[src/rtl/trilat_point_select_if.sv]
`default_nettype none
// ============================================================================
// Module   : trilat_point_select_if
// Brief    : Beat-in / estimate-out handshake bundle for trilat_point_select.
// Revision : 1.0 - initial release
// ============================================================================
interface trilat_point_select_if #(
    parameter int N     = 8,
    parameter int LOG_M = 2
);
    localparam int C_M = 1 << LOG_M;

    logic                in_valid;
    logic                in_ready;
    logic signed [N+1:0] x1P;
    logic signed [N+1:0] y1P;
    logic signed [N+1:0] x2P;
    logic signed [N+1:0] y2P;
    logic signed [N-1:0] xR;
    logic signed [N-1:0] yR;
    logic        [N:0]   rR;

    logic                out_valid;
    logic                out_ready;
    logic signed [N+1:0] out_x;
    logic signed [N+1:0] out_y;
    logic [C_M-1:0]      out_sel;

    modport master (
        output in_valid, x1P, y1P, x2P, y2P, xR, yR, rR, out_ready,
        input  in_ready, out_valid, out_x, out_y, out_sel
    );

    modport slave (
        input  in_valid, x1P, y1P, x2P, y2P, xR, yR, rR, out_ready,
        output in_ready, out_valid, out_x, out_y, out_sel
    );
endinterface
`default_nettype wire

[src/rtl/trilat_point_select.sv]
`default_nettype none
// ============================================================================
// Module   : trilat_point_select
// Brief    : Per beat keeps the intersection candidate whose squared distance
//            to a reference anchor best matches its squared radius, and emits
//            the floor mean of M kept points.
// Revision : 1.0 - initial release
// ============================================================================
module trilat_point_select #(
    parameter int N     = 8,
    parameter int LOG_M = 2
) (
    input  logic                 clk,
    input  logic                 rst,
    trilat_point_select_if.slave bus
);
    localparam int C_M  = 1 << LOG_M;
    localparam int C_AW = N + 2 + LOG_M;
    localparam int C_EW = 2 * N + 8;

    typedef enum logic [1:0] {
        COLLECT = 2'd0,
        EVAL    = 2'd1,
        DONE    = 2'd2
    } state_t;

    state_t r_state;
    state_t w_state_next;

    logic signed [N+1:0]  r_x1;
    logic signed [N+1:0]  r_y1;
    logic signed [N+1:0]  r_x2;
    logic signed [N+1:0]  r_y2;
    logic signed [N-1:0]  r_xr;
    logic signed [N-1:0]  r_yr;
    logic        [N:0]    r_rr;

    logic [LOG_M-1:0]     r_cnt;
    logic signed [C_AW-1:0] r_acc_x;
    logic signed [C_AW-1:0] r_acc_y;
    logic [C_M-1:0]       r_sel;
    logic signed [N+1:0]  r_out_x;
    logic signed [N+1:0]  r_out_y;

    logic [C_EW-1:0]      w_err1;
    logic [C_EW-1:0]      w_err2;
    logic                 w_pick2;
    logic signed [N+1:0]  w_px;
    logic signed [N+1:0]  w_py;
    logic signed [C_AW-1:0] w_acc_x_nxt;
    logic signed [C_AW-1:0] w_acc_y_nxt;
    logic signed [N+1:0]  w_avg_x;
    logic signed [N+1:0]  w_avg_y;
    logic                 w_last;

    // |(xp-xr)^2 + (yp-yr)^2 - rr^2|, exact in C_EW bits.
    function automatic logic [C_EW-1:0] point_err(
        input logic signed [N+1:0] xp,
        input logic signed [N+1:0] yp,
        input logic signed [N-1:0] xr,
        input logic signed [N-1:0] yr,
        input logic        [N:0]   rr
    );
        logic signed [N+2:0]    dx;
        logic signed [N+2:0]    dy;
        logic signed [C_EW-1:0] dxe;
        logic signed [C_EW-1:0] dye;
        logic signed [C_EW-1:0] d2;
        logic signed [C_EW-1:0] r2;
        logic signed [C_EW-1:0] diff;
        logic        [2*N+1:0]  r2u;
        dx   = {xp[N+1], xp} - {{3{xr[N-1]}}, xr};
        dy   = {yp[N+1], yp} - {{3{yr[N-1]}}, yr};
        dxe  = {{(C_EW-N-3){dx[N+2]}}, dx};
        dye  = {{(C_EW-N-3){dy[N+2]}}, dy};
        d2   = dxe * dxe + dye * dye;
        r2u  = rr * rr;
        r2   = {{(C_EW-2*N-2){1'b0}}, r2u};
        diff = d2 - r2;
        return diff[C_EW-1] ? -diff : diff;
    endfunction

    assign w_err1  = point_err(r_x1, r_y1, r_xr, r_yr, r_rr);
    assign w_err2  = point_err(r_x2, r_y2, r_xr, r_yr, r_rr);
    assign w_pick2 = (w_err2 < w_err1);
    assign w_px    = w_pick2 ? r_x2 : r_x1;
    assign w_py    = w_pick2 ? r_y2 : r_y1;

    assign w_acc_x_nxt = r_acc_x + {{LOG_M{w_px[N+1]}}, w_px};
    assign w_acc_y_nxt = r_acc_y + {{LOG_M{w_py[N+1]}}, w_py};

    // Dropping the low LOG_M bits of a two's-complement sum is the floor shift.
    assign w_avg_x = w_acc_x_nxt[C_AW-1:LOG_M];
    assign w_avg_y = w_acc_y_nxt[C_AW-1:LOG_M];
    assign w_last  = &r_cnt;

    always_ff @(posedge clk or posedge rst) begin
        if (rst) begin
            r_state <= COLLECT;
        end else begin
            r_state <= w_state_next;
        end
    end

    always_comb begin
        w_state_next = r_state;
        case (r_state)
            COLLECT: if (bus.in_valid)  w_state_next = EVAL;
            EVAL:    w_state_next = w_last ? DONE : COLLECT;
            DONE:    if (bus.out_ready) w_state_next = COLLECT;
            default: w_state_next = COLLECT;
        endcase
    end

    always_ff @(posedge clk or posedge rst) begin
        if (rst) begin
            r_x1    <= '0;
            r_y1    <= '0;
            r_x2    <= '0;
            r_y2    <= '0;
            r_xr    <= '0;
            r_yr    <= '0;
            r_rr    <= '0;
            r_cnt   <= '0;
            r_acc_x <= '0;
            r_acc_y <= '0;
            r_sel   <= '0;
            r_out_x <= '0;
            r_out_y <= '0;
        end else begin
            case (r_state)
                COLLECT: begin
                    if (bus.in_valid) begin
                        r_x1 <= bus.x1P;
                        r_y1 <= bus.y1P;
                        r_x2 <= bus.x2P;
                        r_y2 <= bus.y2P;
                        r_xr <= bus.xR;
                        r_yr <= bus.yR;
                        r_rr <= bus.rR;
                    end
                end
                EVAL: begin
                    r_acc_x      <= w_acc_x_nxt;
                    r_acc_y      <= w_acc_y_nxt;
                    r_sel[r_cnt] <= w_pick2;
                    r_cnt        <= r_cnt + 1'b1;
                    if (w_last) begin
                        r_out_x <= w_avg_x;
                        r_out_y <= w_avg_y;
                    end
                end
                DONE: begin
                    // Estimate is held in r_out_*; only the collection state restarts.
                    if (bus.out_ready) begin
                        r_acc_x <= '0;
                        r_acc_y <= '0;
                        r_cnt   <= '0;
                        r_sel   <= '0;
                    end
                end
                default: begin
                end
            endcase
        end
    end

    assign bus.in_ready  = (r_state == COLLECT);
    assign bus.out_valid = (r_state == DONE);
    assign bus.out_x     = r_out_x;
    assign bus.out_y     = r_out_y;
    assign bus.out_sel   = r_sel;

endmodule
`default_nettype wire

[src/flat_wrapper.sv]
// flat-port wrapper written by rule: the top's interface ports become plain ports
module trilat_point_select_flat 
#(
    parameter int N     = 8,
    parameter int LOG_M = 2
)
  (clk, rst, bus_in_valid, bus_x1P, bus_y1P, bus_x2P, bus_y2P, bus_xR, bus_yR, bus_rR, bus_out_ready, bus_in_ready, bus_out_valid, bus_out_x, bus_out_y, bus_out_sel);
  trilat_point_select_if #(.N(N), .LOG_M(LOG_M)) bus_i ();
  input  logic clk;
  input  logic rst;
  input wire logic [$bits(bus_i.in_valid)-1:0] bus_in_valid;
  input wire logic [$bits(bus_i.x1P)-1:0] bus_x1P;
  input wire logic [$bits(bus_i.y1P)-1:0] bus_y1P;
  input wire logic [$bits(bus_i.x2P)-1:0] bus_x2P;
  input wire logic [$bits(bus_i.y2P)-1:0] bus_y2P;
  input wire logic [$bits(bus_i.xR)-1:0] bus_xR;
  input wire logic [$bits(bus_i.yR)-1:0] bus_yR;
  input wire logic [$bits(bus_i.rR)-1:0] bus_rR;
  input wire logic [$bits(bus_i.out_ready)-1:0] bus_out_ready;
  output wire logic [$bits(bus_i.in_ready)-1:0] bus_in_ready;
  output wire logic [$bits(bus_i.out_valid)-1:0] bus_out_valid;
  output wire logic [$bits(bus_i.out_x)-1:0] bus_out_x;
  output wire logic [$bits(bus_i.out_y)-1:0] bus_out_y;
  output wire logic [$bits(bus_i.out_sel)-1:0] bus_out_sel;
  assign bus_i.in_valid = bus_in_valid;
  assign bus_i.x1P = bus_x1P;
  assign bus_i.y1P = bus_y1P;
  assign bus_i.x2P = bus_x2P;
  assign bus_i.y2P = bus_y2P;
  assign bus_i.xR = bus_xR;
  assign bus_i.yR = bus_yR;
  assign bus_i.rR = bus_rR;
  assign bus_i.out_ready = bus_out_ready;
  assign bus_in_ready = bus_i.in_ready;
  assign bus_out_valid = bus_i.out_valid;
  assign bus_out_x = bus_i.out_x;
  assign bus_out_y = bus_i.out_y;
  assign bus_out_sel = bus_i.out_sel;
  trilat_point_select #(.N(N), .LOG_M(LOG_M)) u_core (.clk(clk), .rst(rst), .bus(bus_i));
endmodule
[config.mk]
export PLATFORM = sky130hd
export DESIGN_NAME = trilat_point_select_flat
export DESIGN_NICKNAME = d
export VERILOG_FILES = /design/src/rtl/trilat_point_select_if.sv /design/src/rtl/trilat_point_select.sv /design/src/flat_wrapper.sv
export SDC_FILE = /design/constraint.sdc
export NUM_CORES = 2
export LEC_CHECK = 0
export ABC_AREA = 1
export CORE_ASPECT_RATIO = 0.75
export CORE_UTILIZATION = 65
export DETAILED_ROUTE_END_ITERATION = 12
export HOLD_SLACK_MARGIN = 0.05
export PLACE_DENSITY_LB_ADDON = 0.12
export SYNTH_ARGS = -nofsm -noshare
export SYNTH_HDL_FRONTEND = slang
export SYNTH_SLANG_ARGS = --single-unit
export TNS_END_PERCENT = 5
[constraint.sdc]
create_clock -name clk -period 13.82 [get_ports clk]
set_clock_uncertainty 0.1 [all_clocks]
set_input_delay 4.146 -clock clk [delete_from_list [all_inputs] [get_ports clk]]
set_output_delay 4.146 -clock clk [all_outputs]
set_load 0.005 [all_outputs]
==> key figures <==
Run status
  – Status: completed

Cells and area
  – Filler Cells Inserted: 3994
  – Design Area, Final: 0.0339 mm^2
  – Layout cells sized above 1: 0.0357
  – Fin cells: 4895
  – Nets: 5161
  – N_diodes: 0
  – Fin util: 0.709
  – Area Growth Syn to Fin: 6.92%

STA
  – Slew HR: 0.347
  – Fin. Hold Viols: 0
  – Worst Max-Slew Pin Slew: 0.976 ns
  – Fmax: 78.8 MHz
  – Period utilisation layout: 0.918
  – Setup TNS Final: 0 ns
  – Fin. max-slew vios: 0
  – Setup violators final: 0
  – Min Clock Period, post-route: 12.69 ns
  – RSZ-0062 raised after global routing: no

Critical path
  – Crit Path Max Fanout: 24
  – Required @ worst endpoint: 14.05 ns
  – Critical path's slowest cell: fa_1
  – Worst setup EP type: flop
  – Most frequent cell on the critical path: nand2_1
  – CP Class: reg2reg
  – Reg2reg start: u_core.r_y2[2]$_DFFE_PP0P_
  – Crit. Startpoint: u_core.r_y2[2]$_DFFE_PP0P_
  – Worst Path Arrival: 12.92 ns
  – Max incr delay on CP: 0.52 ns
  – Crit path launch type: flop

Floorplanning
  – Starting Density: 0.663
  – Die H: 193 um
  – Row count: 69
  – Boundary pin count: 95
  – Core area: 0.0477 mm^2
  – Die ar.: 0.0496 mm^2
  – Die Span X: 257 um

Routing
  – WL met2: 34.6 mm
  – Wl on met1: 37.9 mm
  – Avg Vias per Cell: 5.35
  – Wire length on met3: 6.91 mm
  – Top layer in use: met4
  – DR DRC count: 0
  – 1st-iter DRT viols: 2170
  – WL final: 81.5 mm
  – Vias: 26200
  – DR WL/cell: 16.6 um
  – Drt first pass iters: 6
  – Number of antenna-violating nets in the routed design: 0

CTS
  – Clk buf depth: 2
  – Total CTS buffers: 17
  – Worst-path clk slew: 0.06 ns
  – Resize count post-CTS: 0
  – Clock Latency Late Sink: 0.44 ns
  – Post-CTS Setup Repair Bufs: 0
  – H-tree depth: 4
  – CTS Sinks: 117
  – TritonCTS clock tree: yes
  – CTS root buf: clkbuf_16
  – Hold_buf cts: 0

Min path
  – Hold crit path type: reg2reg
  – Hold Crit Start: u_core.bus.out_x[8]$_DFFE_PP0P_

Logic synthesis
  – Syn. warnings: 0
  – Syn avg cell area: 7.60 um^2
  – Most used DFF post-synth: dfrtp_1
  – Distinct cells, synth: 53
  – FF+latch count, synth: 117
  – Post-synthesis cell count: 4167
  – Async set or reset register ratio after synthesis: 1.00
  – Number of synthesized flops with an enable pin: 0
  – Syn Nets: 5084
  – Seq/Total Area, Yosys: 0.0924
  – Synthesized cell area: 0.0317 mm^2

GRT
  – Overflow after GRT: 0
  – Vias in the first global route: 26000
  – Total GRT Usage: 0.344
  – Number of antenna violations at the first check in global routing: 0
  – First-pass GRT wire length: 135 mm
  – Largest net degree at the start of global routing: 62

Placed design
  – Dpl hpwl: 70.3 mm
  – Routability cong.: 0.986
  – IO Port Bufs: 94
  – Placed Area: 0.0333 mm^2
  – Placed cells: 4863

Job
  – Max Cap Violations: 0
-- kinds of logic after synthesis --
group           count (synthesis)  share of synthesized area
xor+xnor                      193                     0.0541
fa+ha+maj                     848                      0.451
compound gates                417                     0.0736
simple gates                 1464                      0.191
mux                            14                    0.00498
buf+inv                      1114                      0.133
flops                         117                     0.0924
-- cells in the mapped netlist (11+ instances only) --
library cell,instances,area share
a21oi_1,190,0.030
nor3_1,27,0.0043
o21bai_1,11,0.0026
nand2_2,15,0.0030
a31oi_1,14,0.0028
mux2_2,14,0.0050
nand3_1,113,0.018
xor2_1,127,0.035
nand4_1,31,0.0061
nand3b_1,14,0.0033
clkbuf_1,35,0.0041
o31ai_1,11,0.0026
nand2_1,901,0.11
xnor2_1,63,0.017
o21ai_1,14,0.0022
fa_1,488,0.31
inv_2,20,0.0024
a21o_1,13,0.0031
dfrtp_1,117,0.092
or2_2,18,0.0036
o21ai_0,126,0.020
nor2_1,308,0.037
ha_1,360,0.14
inv_1,1038,0.12
-- per-stage QoR --
| stage | hold WS (ns) | worst slack, ns |
|---|---|---|
| after floorplan | 0.356 | 2.70 |
| after global placement | 0.362 | 0.902 |
| after detailed placement | 0.365 | 0.705 |
| after CTS | 0.390 | 0.611 |
| after global routing | 0.416 | 0.0656 |
| final | 0.390 | 1.13 |
-- path summary, 6_finish.rpt --
path	to	cells after the start	slack (ns)
max in group asynchronous	u_core.r_acc_x[5]$_DFFE_PP0P_	3	8.25
min	u_core.bus.out_x[8]$_DFFE_PP0P_	2	0.39
max reg2reg	u_core.r_acc_y[9]$_DFFE_PP0P_	59	1.13
min reg2reg	u_core.bus.out_x[8]$_DFFE_PP0P_	2	0.39
min in group asynchronous	u_core.bus.out_y[0]$_DFFE_PP0P_	2	4.11
max	u_core.r_acc_y[9]$_DFFE_PP0P_	59	1.13
-- cell usage in the layout (no fill, tap or decap), types with 15 or more instances in the layout --
cell type,count
inv_1,1037
nand2_1,901
fa_1,488
ha_1,360
nor2_1,307
a21oi_1,190
xor2_1,127
o21ai_0,125
dfrtp_1,117
nand3_1,113
clkdlybuf4s50_1,94
xnor2_1,63
nand4_1,31
nor3_1,27
inv_2,22
or2_2,18
clkbuf_16,17
o21ai_1,15
-- critical path: cells and delay by family (launching register included) --
kind	cells	cell delay [ns]
and+or+nand+nor	24	3.31
AOI/OAI and AO/OA	13	3.10
adders and majority gates	11	4.56
muxes	1	0.38
xor gates and xnor gates	1	0.16
DFF	1	0.43
buffers and inverters	9	0.56
-- state kept, by name (all words and copies together), names as in the netlist --
name and flops:
u_core.r_state 2, u_core.r_xr 8, u_core.r_cnt 2, u_core.r_y2 10
u_core.bus.out_y 10, u_core.r_acc_x 12, u_core.r_yr 8, u_core.bus.out_sel 4
u_core.r_acc_y 12, u_core.bus.out_x 10, u_core.r_x1 10, u_core.r_x2 10
u_core.r_rr 9, u_core.r_y1 10
-- cell type report --
| cell class | instances | area [um^2] | share of cell area |
|---|---|---|---|
| Clock inverter | 14 | 128 | 0.00377 |
| Multi-Input combinational cell | 2937 | 24600 | 0.725 |
| Clock buffer | 17 | 425 | 0.0126 |
| Sequential cell | 117 | 2930 | 0.0865 |
| Inverter | 1067 | 4010 | 0.118 |
| Tap cell | 639 | 800 | 0.0236 |
| Timing Repair Buffer | 104 | 1020 | 0.0300 |
-- layer usage --
metal,vias to the layer above,GRT usage
li1,12700,-
met1,12400,0.501
met2,997,0.533
met3,100,0.0616
met4,0,0.0854
met5,-,0
Power is not shown: default switching activity piles up to over one toggle a cycle in this logic, so the estimate is an artifact.
